## src/rtl/vga_if.sv

```systemverilog
// VGA timing/pixel stream bundle: counters, sync/blank strobes and 4:4:4 RGB.
interface vga_if;
  logic [11:0] hcount;
  logic [11:0] vcount;
  logic        hsync;
  logic        vsync;
  logic        hblnk;
  logic        vblnk;
  logic [11:0] rgb;

  modport master (output hcount, vcount, hsync, vsync, hblnk, vblnk, rgb);
  modport slave  (input  hcount, vcount, hsync, vsync, hblnk, vblnk, rgb);
endinterface

```

## src/rtl/capture_rect.sv

```systemverilog
// Captures a W x H window of a VGA stream into sprite RAM, passing the stream through with 1 clk
// delay. Optional macro CAPTURE_BORDER_EN draws a red outline around the window while busy.
module capture_rect #(
  parameter int unsigned W = 48,
  parameter int unsigned H = 64
) (
  input  logic        clk,
  input  logic        rst,
  input  logic        start,
  input  logic [11:0] x,
  input  logic [11:0] y,
  output logic        busy,
  output logic        done,
  output logic [11:0] mem_addr,
  output logic [11:0] mem_wdata,
  output logic        mem_we,
  vga_if.slave        vga_in,
  vga_if.master       vga_out
);

  typedef enum logic [1:0] {StIdle, StArmed, StCapture, StDone} state_e;

  state_e      state_q, state_d;
  logic [11:0] xr_q, xr_d, yr_q, yr_d;
  logic        left_q, left_d;
  logic        last_q, last_d;
  logic        we_q, we_d;
  logic [11:0] addr_q, addr_d, wdata_q;
  logic [11:0] hc_q, vc_q, rgb_q, rgb_d;
  logic        hs_q, vs_q, hb_q, vb_q;

  logic [12:0] hc13, vc13, xr13, yr13, x_end, y_end;
  logic        frame_origin, active, wrap, in_win, is_last;

  assign hc13  = {1'b0, vga_in.hcount};
  assign vc13  = {1'b0, vga_in.vcount};
  assign xr13  = {1'b0, xr_q};
  assign yr13  = {1'b0, yr_q};
  assign x_end = xr13 + 13'(W);
  assign y_end = yr13 + 13'(H);

  assign frame_origin = (vga_in.hcount == 12'd0) && (vga_in.vcount == 12'd0);
  // The ARMED cycle that sees the frame origin is already treated as capture.
  assign active  = (state_q == StCapture) || ((state_q == StArmed) && frame_origin);
  assign wrap    = (state_q == StCapture) && left_q && (vga_in.vcount == 12'd0);
  assign in_win  = (hc13 >= xr13) && (hc13 < x_end) && (vc13 >= yr13) && (vc13 < y_end);
  assign is_last = (hc13 == x_end - 13'd1) && (vc13 == y_end - 13'd1);

  assign we_d   = active && !wrap && in_win;
  assign last_d = we_d && is_last;
  assign addr_d = we_d ? {6'(vga_in.vcount - yr_q), 6'(vga_in.hcount - xr_q)} : 12'd0;

  always_comb begin
    state_d = state_q;
    xr_d    = xr_q;
    yr_d    = yr_q;
    left_d  = left_q;
    unique case (state_q)
      StIdle: begin
        if (start) begin
          xr_d    = x;
          yr_d    = y;
          left_d  = 1'b0;
          state_d = StArmed;
        end
      end
      StArmed: begin
        if (frame_origin) state_d = StCapture;
      end
      StCapture: begin
        if (vga_in.vcount != 12'd0) left_d = 1'b1;
        // last_q means the final window pixel's write is on the bus this cycle.
        if (last_q || wrap) state_d = StDone;
      end
      StDone: begin
        state_d = StIdle;
      end
      default: state_d = StIdle;
    endcase
  end

  assign busy = (state_q == StArmed) || (state_q == StCapture);
  assign done = (state_q == StDone);

`ifdef CAPTURE_BORDER_EN
  logic on_vedge, on_hedge, in_xext, in_yext, border;
  assign on_vedge = (hc13 + 13'd1 == xr13) || (hc13 == x_end);
  assign on_hedge = (vc13 + 13'd1 == yr13) || (vc13 == y_end);
  assign in_xext  = (hc13 + 13'd1 >= xr13) && (hc13 <= x_end);
  assign in_yext  = (vc13 + 13'd1 >= yr13) && (vc13 <= y_end);
  assign border   = busy && ((on_vedge && in_yext) || (on_hedge && in_xext));
  assign rgb_d    = border ? 12'hF00 : vga_in.rgb;
`else
  assign rgb_d = vga_in.rgb;
`endif

  always_ff @(posedge clk) begin
    if (!rst) begin
      state_q <= StIdle;
      xr_q    <= '0;
      yr_q    <= '0;
      left_q  <= 1'b0;
      last_q  <= 1'b0;
      we_q    <= 1'b0;
      addr_q  <= '0;
      wdata_q <= '0;
      hc_q    <= '0;
      vc_q    <= '0;
      hs_q    <= 1'b0;
      vs_q    <= 1'b0;
      hb_q    <= 1'b0;
      vb_q    <= 1'b0;
      rgb_q   <= '0;
    end else begin
      state_q <= state_d;
      xr_q    <= xr_d;
      yr_q    <= yr_d;
      left_q  <= left_d;
      last_q  <= last_d;
      we_q    <= we_d;
      addr_q  <= addr_d;
      wdata_q <= we_d ? vga_in.rgb : 12'd0;
      hc_q    <= vga_in.hcount;
      vc_q    <= vga_in.vcount;
      hs_q    <= vga_in.hsync;
      vs_q    <= vga_in.vsync;
      hb_q    <= vga_in.hblnk;
      vb_q    <= vga_in.vblnk;
      rgb_q   <= rgb_d;
    end
  end

  assign mem_we    = we_q;
  assign mem_addr  = addr_q;
  assign mem_wdata = wdata_q;

  assign vga_out.hcount = hc_q;
  assign vga_out.vcount = vc_q;
  assign vga_out.hsync  = hs_q;
  assign vga_out.vsync  = vs_q;
  assign vga_out.hblnk  = hb_q;
  assign vga_out.vblnk  = vb_q;
  assign vga_out.rgb    = rgb_q;

endmodule

```

## src/flat_wrapper.sv

```systemverilog
// flat-port wrapper written by rule: the top's interface ports become plain ports
module capture_rect_flat 
#(
  parameter int unsigned W = 48,
  parameter int unsigned H = 64
)
  (clk, rst, start, x, y, busy, done, mem_addr, mem_wdata, mem_we, vga_in_hcount, vga_in_vcount, vga_in_hsync, vga_in_vsync, vga_in_hblnk, vga_in_vblnk, vga_in_rgb, vga_out_hcount, vga_out_vcount, vga_out_hsync, vga_out_vsync, vga_out_hblnk, vga_out_vblnk, vga_out_rgb);
  vga_if vga_in_i ();
  vga_if vga_out_i ();
  input  logic clk;
  input  logic rst;
  input  logic start;
  input  logic [11:0] x;
  input  logic [11:0] y;
  output logic busy;
  output logic done;
  output logic [11:0] mem_addr;
  output logic [11:0] mem_wdata;
  output logic mem_we;
  input wire logic [$bits(vga_in_i.hcount)-1:0] vga_in_hcount;
  input wire logic [$bits(vga_in_i.vcount)-1:0] vga_in_vcount;
  input wire logic [$bits(vga_in_i.hsync)-1:0] vga_in_hsync;
  input wire logic [$bits(vga_in_i.vsync)-1:0] vga_in_vsync;
  input wire logic [$bits(vga_in_i.hblnk)-1:0] vga_in_hblnk;
  input wire logic [$bits(vga_in_i.vblnk)-1:0] vga_in_vblnk;
  input wire logic [$bits(vga_in_i.rgb)-1:0] vga_in_rgb;
  output wire logic [$bits(vga_out_i.hcount)-1:0] vga_out_hcount;
  output wire logic [$bits(vga_out_i.vcount)-1:0] vga_out_vcount;
  output wire logic [$bits(vga_out_i.hsync)-1:0] vga_out_hsync;
  output wire logic [$bits(vga_out_i.vsync)-1:0] vga_out_vsync;
  output wire logic [$bits(vga_out_i.hblnk)-1:0] vga_out_hblnk;
  output wire logic [$bits(vga_out_i.vblnk)-1:0] vga_out_vblnk;
  output wire logic [$bits(vga_out_i.rgb)-1:0] vga_out_rgb;
  assign vga_in_i.hcount = vga_in_hcount;
  assign vga_in_i.vcount = vga_in_vcount;
  assign vga_in_i.hsync = vga_in_hsync;
  assign vga_in_i.vsync = vga_in_vsync;
  assign vga_in_i.hblnk = vga_in_hblnk;
  assign vga_in_i.vblnk = vga_in_vblnk;
  assign vga_in_i.rgb = vga_in_rgb;
  assign vga_out_hcount = vga_out_i.hcount;
  assign vga_out_vcount = vga_out_i.vcount;
  assign vga_out_hsync = vga_out_i.hsync;
  assign vga_out_vsync = vga_out_i.vsync;
  assign vga_out_hblnk = vga_out_i.hblnk;
  assign vga_out_vblnk = vga_out_i.vblnk;
  assign vga_out_rgb = vga_out_i.rgb;
  capture_rect #(.W(W), .H(H)) u_core (.clk(clk), .rst(rst), .start(start), .x(x), .y(y), .busy(busy), .done(done), .mem_addr(mem_addr), .mem_wdata(mem_wdata), .mem_we(mem_we), .vga_in(vga_in_i), .vga_out(vga_out_i));
endmodule
```

## config.mk

```make
export PLATFORM = sky130hd
export DESIGN_NAME = capture_rect_flat
export DESIGN_NICKNAME = d
export VERILOG_FILES = /design/src/rtl/vga_if.sv /design/src/rtl/capture_rect.sv /design/src/flat_wrapper.sv
export SDC_FILE = /design/constraint.sdc
export NUM_CORES = 1
export LEC_CHECK = 0
export CAP_MARGIN = 30
export CORE_MARGIN = 10
export CORE_UTILIZATION = 49
export DETAILED_ROUTE_END_ITERATION = 10
export GPL_TIMING_DRIVEN = 0
export PLACE_DENSITY = 0.8
export SETUP_SLACK_MARGIN = 0.5
export SLEW_MARGIN = 20
export SYNTH_ARGS = -nofsm -noshare
export SYNTH_HDL_FRONTEND = slang
export SYNTH_SLANG_ARGS = --single-unit
```

## constraint.sdc

```tcl
create_clock -name clk -period 3.4 [get_ports clk]
set_input_delay 0.34 -clock clk [delete_from_list [all_inputs] [get_ports clk]]
set_output_delay 0.34 -clock clk [all_outputs]
set_load 0.005 [all_outputs]
```

==> results_dict.tcl, run 1 <==
set metrics [dict create \
    status "complete, no violations" \
    num_io_pins 134 \
    period_needed_ns 2.856 \
    synth-xor-area-share_pct 8.398 \
    synth-compound-area-share_pct 14.56 \
    r2r_start "u_core.yr_q[6]" \
    postCtsHoldBufs 0 \
    die_area_um2 15020 \
    endpoint "u_core.mem_wdata[0]" \
    crit_chain "clkdlybuf4s50_1 > ha_1 > a21o_1 > a2111oi_0 > o21ai_0 > o22ai_1 > and4bb_4 > buf_4 > buf_4 > and3_1" \
    synth_mux_area_share_pct 0.6068 \
    synth-edff-count 0 \
    synth_area_leaders "dfxtp_1, ha_1, xnor2_1" \
    path_clk_slew_ns 0.09 \
    avgSynthCellArea_um2 8.873 \
    dp_slack_ns 0.06714 \
    finish.utilization_pct 69.00 \
    max_slew_margin_pct 61.80 \
    wl_per_cell_um 17.05 \
    clk_latency_ns 0.38 \
    drtIter0Drc 282 \
    antenna_found_initial 0 \
    grt_pass1_wl_um 23290 \
    maxCapViolations 0 \
    cp_top_family "compound AO/OA/AOI/OAI gates" \
    ys_ff_latch 93 \
    fp.dieW_um 122.6 \
    drc 0 \
    finClkSkew_ns 0.005784 \
    finalNonFillerCells 879 \
    synth_largest_area_cell "dfxtp_1" \
    tightest_slew_ns 0.5677 \
    postRouteAntennaNets 0 \
    min_path_type "in -> reg" \
    first_pass_iters 5 \
    mostFrequentLayoutCells "clkdlybuf4s50_1, dfxtp_1, nand2_1" \
    synth_fa_ha_area_share_pct 12.43 \
    synth_top_family_by_area "simple AND/OR/NAND/NOR gates" \
    num_antenna_cells 0 \
    setup_slack_ns 0.5445 \
    crit_cells 10 \
    ys_warn_count 0 \
    critPathKind "in -> reg" \
    whs_ns 0.5116 \
    rsz0062_at_grt "true" \
    synth_nets 698 \
    final_layout_size_suffix_gt1_share_pct 8.479 \
    synth-simple-area-share_pct 23.11 \
    max_freq_mhz 350.2 \
    r2r_cells 13 \
    place_hpwl_um 11730 \
    finalHoldViolations 0 \
    worst_path_most_repeated_cell "buf_4" \
    slowest_delay_ns 0.62 \
    critPathRequiredTime_ns 3.67 \
    grt_use_total_pct 19.49 \
    viasPerCell 5.419 \
    vdd_drop_max_mv 0.3459 \
    wl_um 14990 \
    ys.flop_type "dfxtp_1" \
    grt_max_degree 16 \
    overflow 0 \
    crit_path_start "vga_in_hcount[9]" \
    syn_area_um2 5155 \
    fin_setup_tns_ns 0 \
    period_share_pct 83.99 \
    cts_max_path_buffers 2 \
    final_nets 855 \
    setup_viol 0 \
    area_growth_pct 37.57 \
    cts_max_level 3 \
    io_buffers 133 \
    core_um2 10280 \
    routabilityCongestion 0.8917 \
    synth_cell_types 59 \
    cts_tree "yes" \
    initial_core_util_pct 50.16 \
    cp.arrival_ns 3.13 \
    die_height_um 122.6 \
    grt_pass1_vias 4645 \
    slowest_stage "clkdlybuf4s50_1" \
    reg2reg_setup_slack_ns 0.57 \
    rows 37 \
    power.density_nw_per_um2 488.5 \
    final_max_slew_viol_count 0 \
    syn-instance-count 581 \
    synth_top_cell_area_share_pct 36.12 \
    r2r_end "u_core.mem_addr[9]" \
    cts.sinks 93 \
    cts_root_buf "clkbuf_8" \
    final_common_cell "clkdlybuf4s50_1" \
    async_flop_share_pct 0 \
    total_leakage_power_uw 0.002839 \
    seq_area_frac_synth_pct 36.12 \
    crit_path_start_kind "input pin" \
    worst-path-buf-inv 3 \
    dr_total_vias 4763 \
    dp_cells 850 \
    critPathMaxFanout 7 \
    worst_setup_path_end_kind "flop" \
    cts_made_buffers 9 \
]
worst min path at each step:
stage	startpoint	end	slack [ns]	cells past startpoint
2_1_floorplan	vga_in_hcount[0]	u_core.vga_out.hcount[0]	0.46	1
3_3_place_gp	u_core.yr_q[9]	u_core.yr_q[9]	0.50	2
3_5_place_dp	u_core.yr_q[9]	u_core.yr_q[9]	0.51	2
4_1_cts	x[5]	u_core.xr_q[5]	0.51	3
5_1_grt	x[5]	u_core.xr_q[5]	0.53	3
6_report	x[5]	u_core.xr_q[5]	0.51	3
metal layers:
metal	GRT usage [%]	up-vias	wire [um]
met1	23.69	2202	6446
met5	0	-	0
met3	4.454	32	1213
li1	-	2330	-
met2	32.97	199	6960
met4	7.216	0	368
sequential cells by signal, indices dropped and copies added (netlist names):
signal                 cells
u_core.mem_wdata          12
u_core.vga_out.vblnk       1
u_core.vga_out.hcount     12
u_core.yr_q               12
u_core.xr_q               12
u_core.mem_addr           12
u_core.vga_out.vsync       1
u_core.vga_out.hsync       1
u_core.state_q             2
u_core.last_q              1
u_core.left_q              1
u_core.vga_out.rgb        12
u_core.vga_out.hblnk       1
u_core.vga_out.vcount     12
u_core.mem_we              1
cell families (layout without fill, tap and decap cells):
family | Yosys count | count (layout)
buf+inv | 61 | 223
mux | 3 | 3
xor+xnor | 47 | 47
compound gates | 107 | 107
fa+ha+maj | 50 | 50
simple gates | 220 | 220
flops | 93 | 93
metrics by stage:
stage               instance area [um2]  total power, uW
CTS                                6972             3432
floorplan                          5155             2141
global placement                   6656             2531
finish                             7092             3464
detailed placement                 6656             2575
global route                       7092             3693
what timing repair did:
action	4_1_cts	5_1_grt
gates cloned	0	1
pin swaps	6	6
endpoints found under the setup margin	26	22
buffers inserted	5	7
resized for setup	19	12
synthesized netlist by cell type, drive strengths merged (8+ instances only):
cell and instances:
nand3 13, xnor2 31, clkbuf 16, nor2 28, and2 43, o21ai 16
xor2 15, dfxtp 93, nor2b 8, a21oi 18, nand4 9, ha 48
nor3 11, nand2 59, a21o 9, inv 39, a21boi 24, and3 20
area by class of cell:
cell class                      count  area, um2
Fill cell                         844       3186
Multi-Input combinational cell    427       3118
Sequential cell                    93       1869
Timing Repair Buffer              146       1446
Tap cell                          136      170.2
Inverter                           39      146.4
Clock buffer                       11      131.4
Buffer                             22      127.6
Clock inverter                      5      82.58
worst min-delay path, stage by stage:
cell             delay [ns]
clkdlybuf4s50_1        0.39
nand2_1                0.05
a21boi_0               0.06
power by group:
| part | leakage [uW] | total (uW) | switching (uW) | internal (uW) |
|---|---|---|---|---|
| combinational | 0.00196 | 1380 | 734 | 642 |
| sequential | 0.000766 | 1270 | 90.4 | 1180 |
| clock | 0.000108 | 815 | 396 | 419 |
Power figures use the tool's default switching activity.
==> inputs of run 2 (changes only) <==
clock period = 2.7 ns   (was 3.4 ns; I/O delays follow)
==> results_dict.tcl, run 2 (synthesis results as in run 1) <==
set metrics [dict create \
    status "finished with violations" \
    violations "negative setup slack" \
    mostFrequentLayoutCells "clkdlybuf4s50_1, dfxtp_1, nand2_1" \
    final_layout_size_suffix_gt1_share_pct 10.95 \
    dpl_cell_area_um2 6724 \
    max_slew_margin_pct 58.88 \
    setup_slack_ns -0.06929 \
    viasPerCell 5.295 \
    setup_viol 22 \
    num_antenna_cells 0 \
    postCtsHoldBufs 0 \
    drtIter0Drc 263 \
    wl_met3_um 1269 \
    area_growth_pct 40.68 \
    io_buffers 133 \
    cts_max_path_buffers 2 \
    cts_root_buf "clkbuf_8" \
    max_freq_mhz 361.1 \
    cts.sinks 93 \
    rows 37 \
    power.density_nw_per_um2 621.1 \
    critPathMaxFanout 4 \
    cts_tree "yes" \
    r2r_start "u_core.xr_q[4]" \
    wl_met2_um 7175 \
    vdd_drop_max_mv 0.4041 \
    crit_path_start "u_core.xr_q[4]" \
    die_height_um 122.6 \
    final_common_cell "clkdlybuf4s50_1" \
    wl_um 15350 \
    dr_total_vias 4686 \
    cp.arrival_ns 3.07 \
    critPathRequiredTime_ns 3.01 \
    grt_use_total_pct 20.02 \
    period_needed_ns 2.769 \
    die_area_um2 15020 \
    grt_pass1_wl_um 23810 \
    crit_path_start_kind "flop" \
    maxCapViolations 0 \
    grt_pass1_vias 4695 \
    worst_setup_path_end_kind "flop" \
    finalHoldViolations 0 \
    finClkSkew_ns 0.01261 \
    finish.utilization_pct 70.56 \
    cts_made_buffers 9 \
    clk_latency_ns 0.38 \
    min_path_type "in -> reg" \
    grt_max_degree 17 \
    fp.dieW_um 122.6 \
    drt-met1-wl_um 6607 \
    wl_per_cell_um 17.35 \
    period_share_pct 102.6 \
    final_nets 861 \
    overflow 0 \
    rsz0062_at_grt "true" \
    drc 0 \
    final_max_slew_viol_count 0 \
    critPathKind "reg -> reg" \
    antenna_found_initial 0 \
    final_area_um2 7252 \
    core_um2 10280 \
    hold_start "x[8]" \
    first_pass_iters 5 \
    routabilityCongestion 0.8749 \
    tightest_slew_ns 0.6124 \
    cts_max_level 3 \
    initial_core_util_pct 50.16 \
    place_hpwl_um 11900 \
    path_clk_slew_ns 0.10 \
    num_io_pins 134 \
    power_uw 4504 \
    postRouteAntennaNets 0 \
    highest_layer "met4" \
    total_leakage_power_uw 0.002881 \
]
run 2: cell types whose count changed in the layout (fill, tap and decap cells not counted), sizes merged:
cell / previous run / this run
buf: 19 / 24
clkinv: 1 / 2
run 2: stage by stage:
step / setup slack [ns] / hold WS, ns / cells / setup TNS [ns]
after detailed placement: -0.3037 / 0.5072 / 850 / -6.702
after floorplan: 0.1983 / 0.3917 / 581 / 0
after CTS: -0.04786 / 0.4333 / 883 / -0.7422
final: -0.06929 / 0.4366 / 885 / -0.5379
after global placement: -0.3517 / 0.5025 / 850 / -7.733
after global routing: -0.1245 / 0.4476 / 885 / -1.973
run 2: where the power goes:
group,internal (uW),switching [uW],leakage (uW)
registers,1490,112,0.000767
logic,852,975,0.00200
clock network,554,521,0.000117
total,2900,1610,0.00288
run 2: area by class of cell:
class	instances	area (um2)
plain buffers	22	138.9
multi-input cells	427	3197
flip-flops and latches	93	1876
clock buffers	10	137.6
well taps	136	170.2
inverters	39	153.9
clock inverters	6	91.34
repair buffers	152	1488
fillers	835	3025
run 2: timing repair:
action | CTS | global route
cloned | 1 | 0
resized for setup | 30 | 6
endpoints found under the hold margin | 0 | 0
endpoints found under the setup margin | 26 | 26
buffers inserted | 16 | 2
pin swaps | 13 | 4
run 2: metal layers:
metal / global-route usage, % / up-vias
met3: 5.464 / 26
met5: 0 / -
met4: 7.216 / 0
met2: 33.21 / 154
li1: - / 2329
met1: 24.41 / 2177
run 2: critical path: stages, from the launching register on:
cell	delay (ns)
dfxtp_2	0.35
buf_6	0.12
inv_6	0.03
ha_4	0.14
buf_8	0.12
buf_6	0.11
or3_4	0.32
and2_4	0.16
ha_4	0.15
a21oi_2	0.13
o221ai_2	0.09
a21o_1	0.19
and4bb_4	0.40
nor2b_4	0.15
and4_1	0.22
run 2: final timing paths:
path | to | slack [ns] | cells past startpoint
worst max register to register | u_core.last_q | -0.07 | 14
worst max-delay path | u_core.last_q | -0.07 | 14
worst min register to register | u_core.xr_q[5] | 0.53 | 2
worst min-delay path | u_core.xr_q[8] | 0.44 | 3
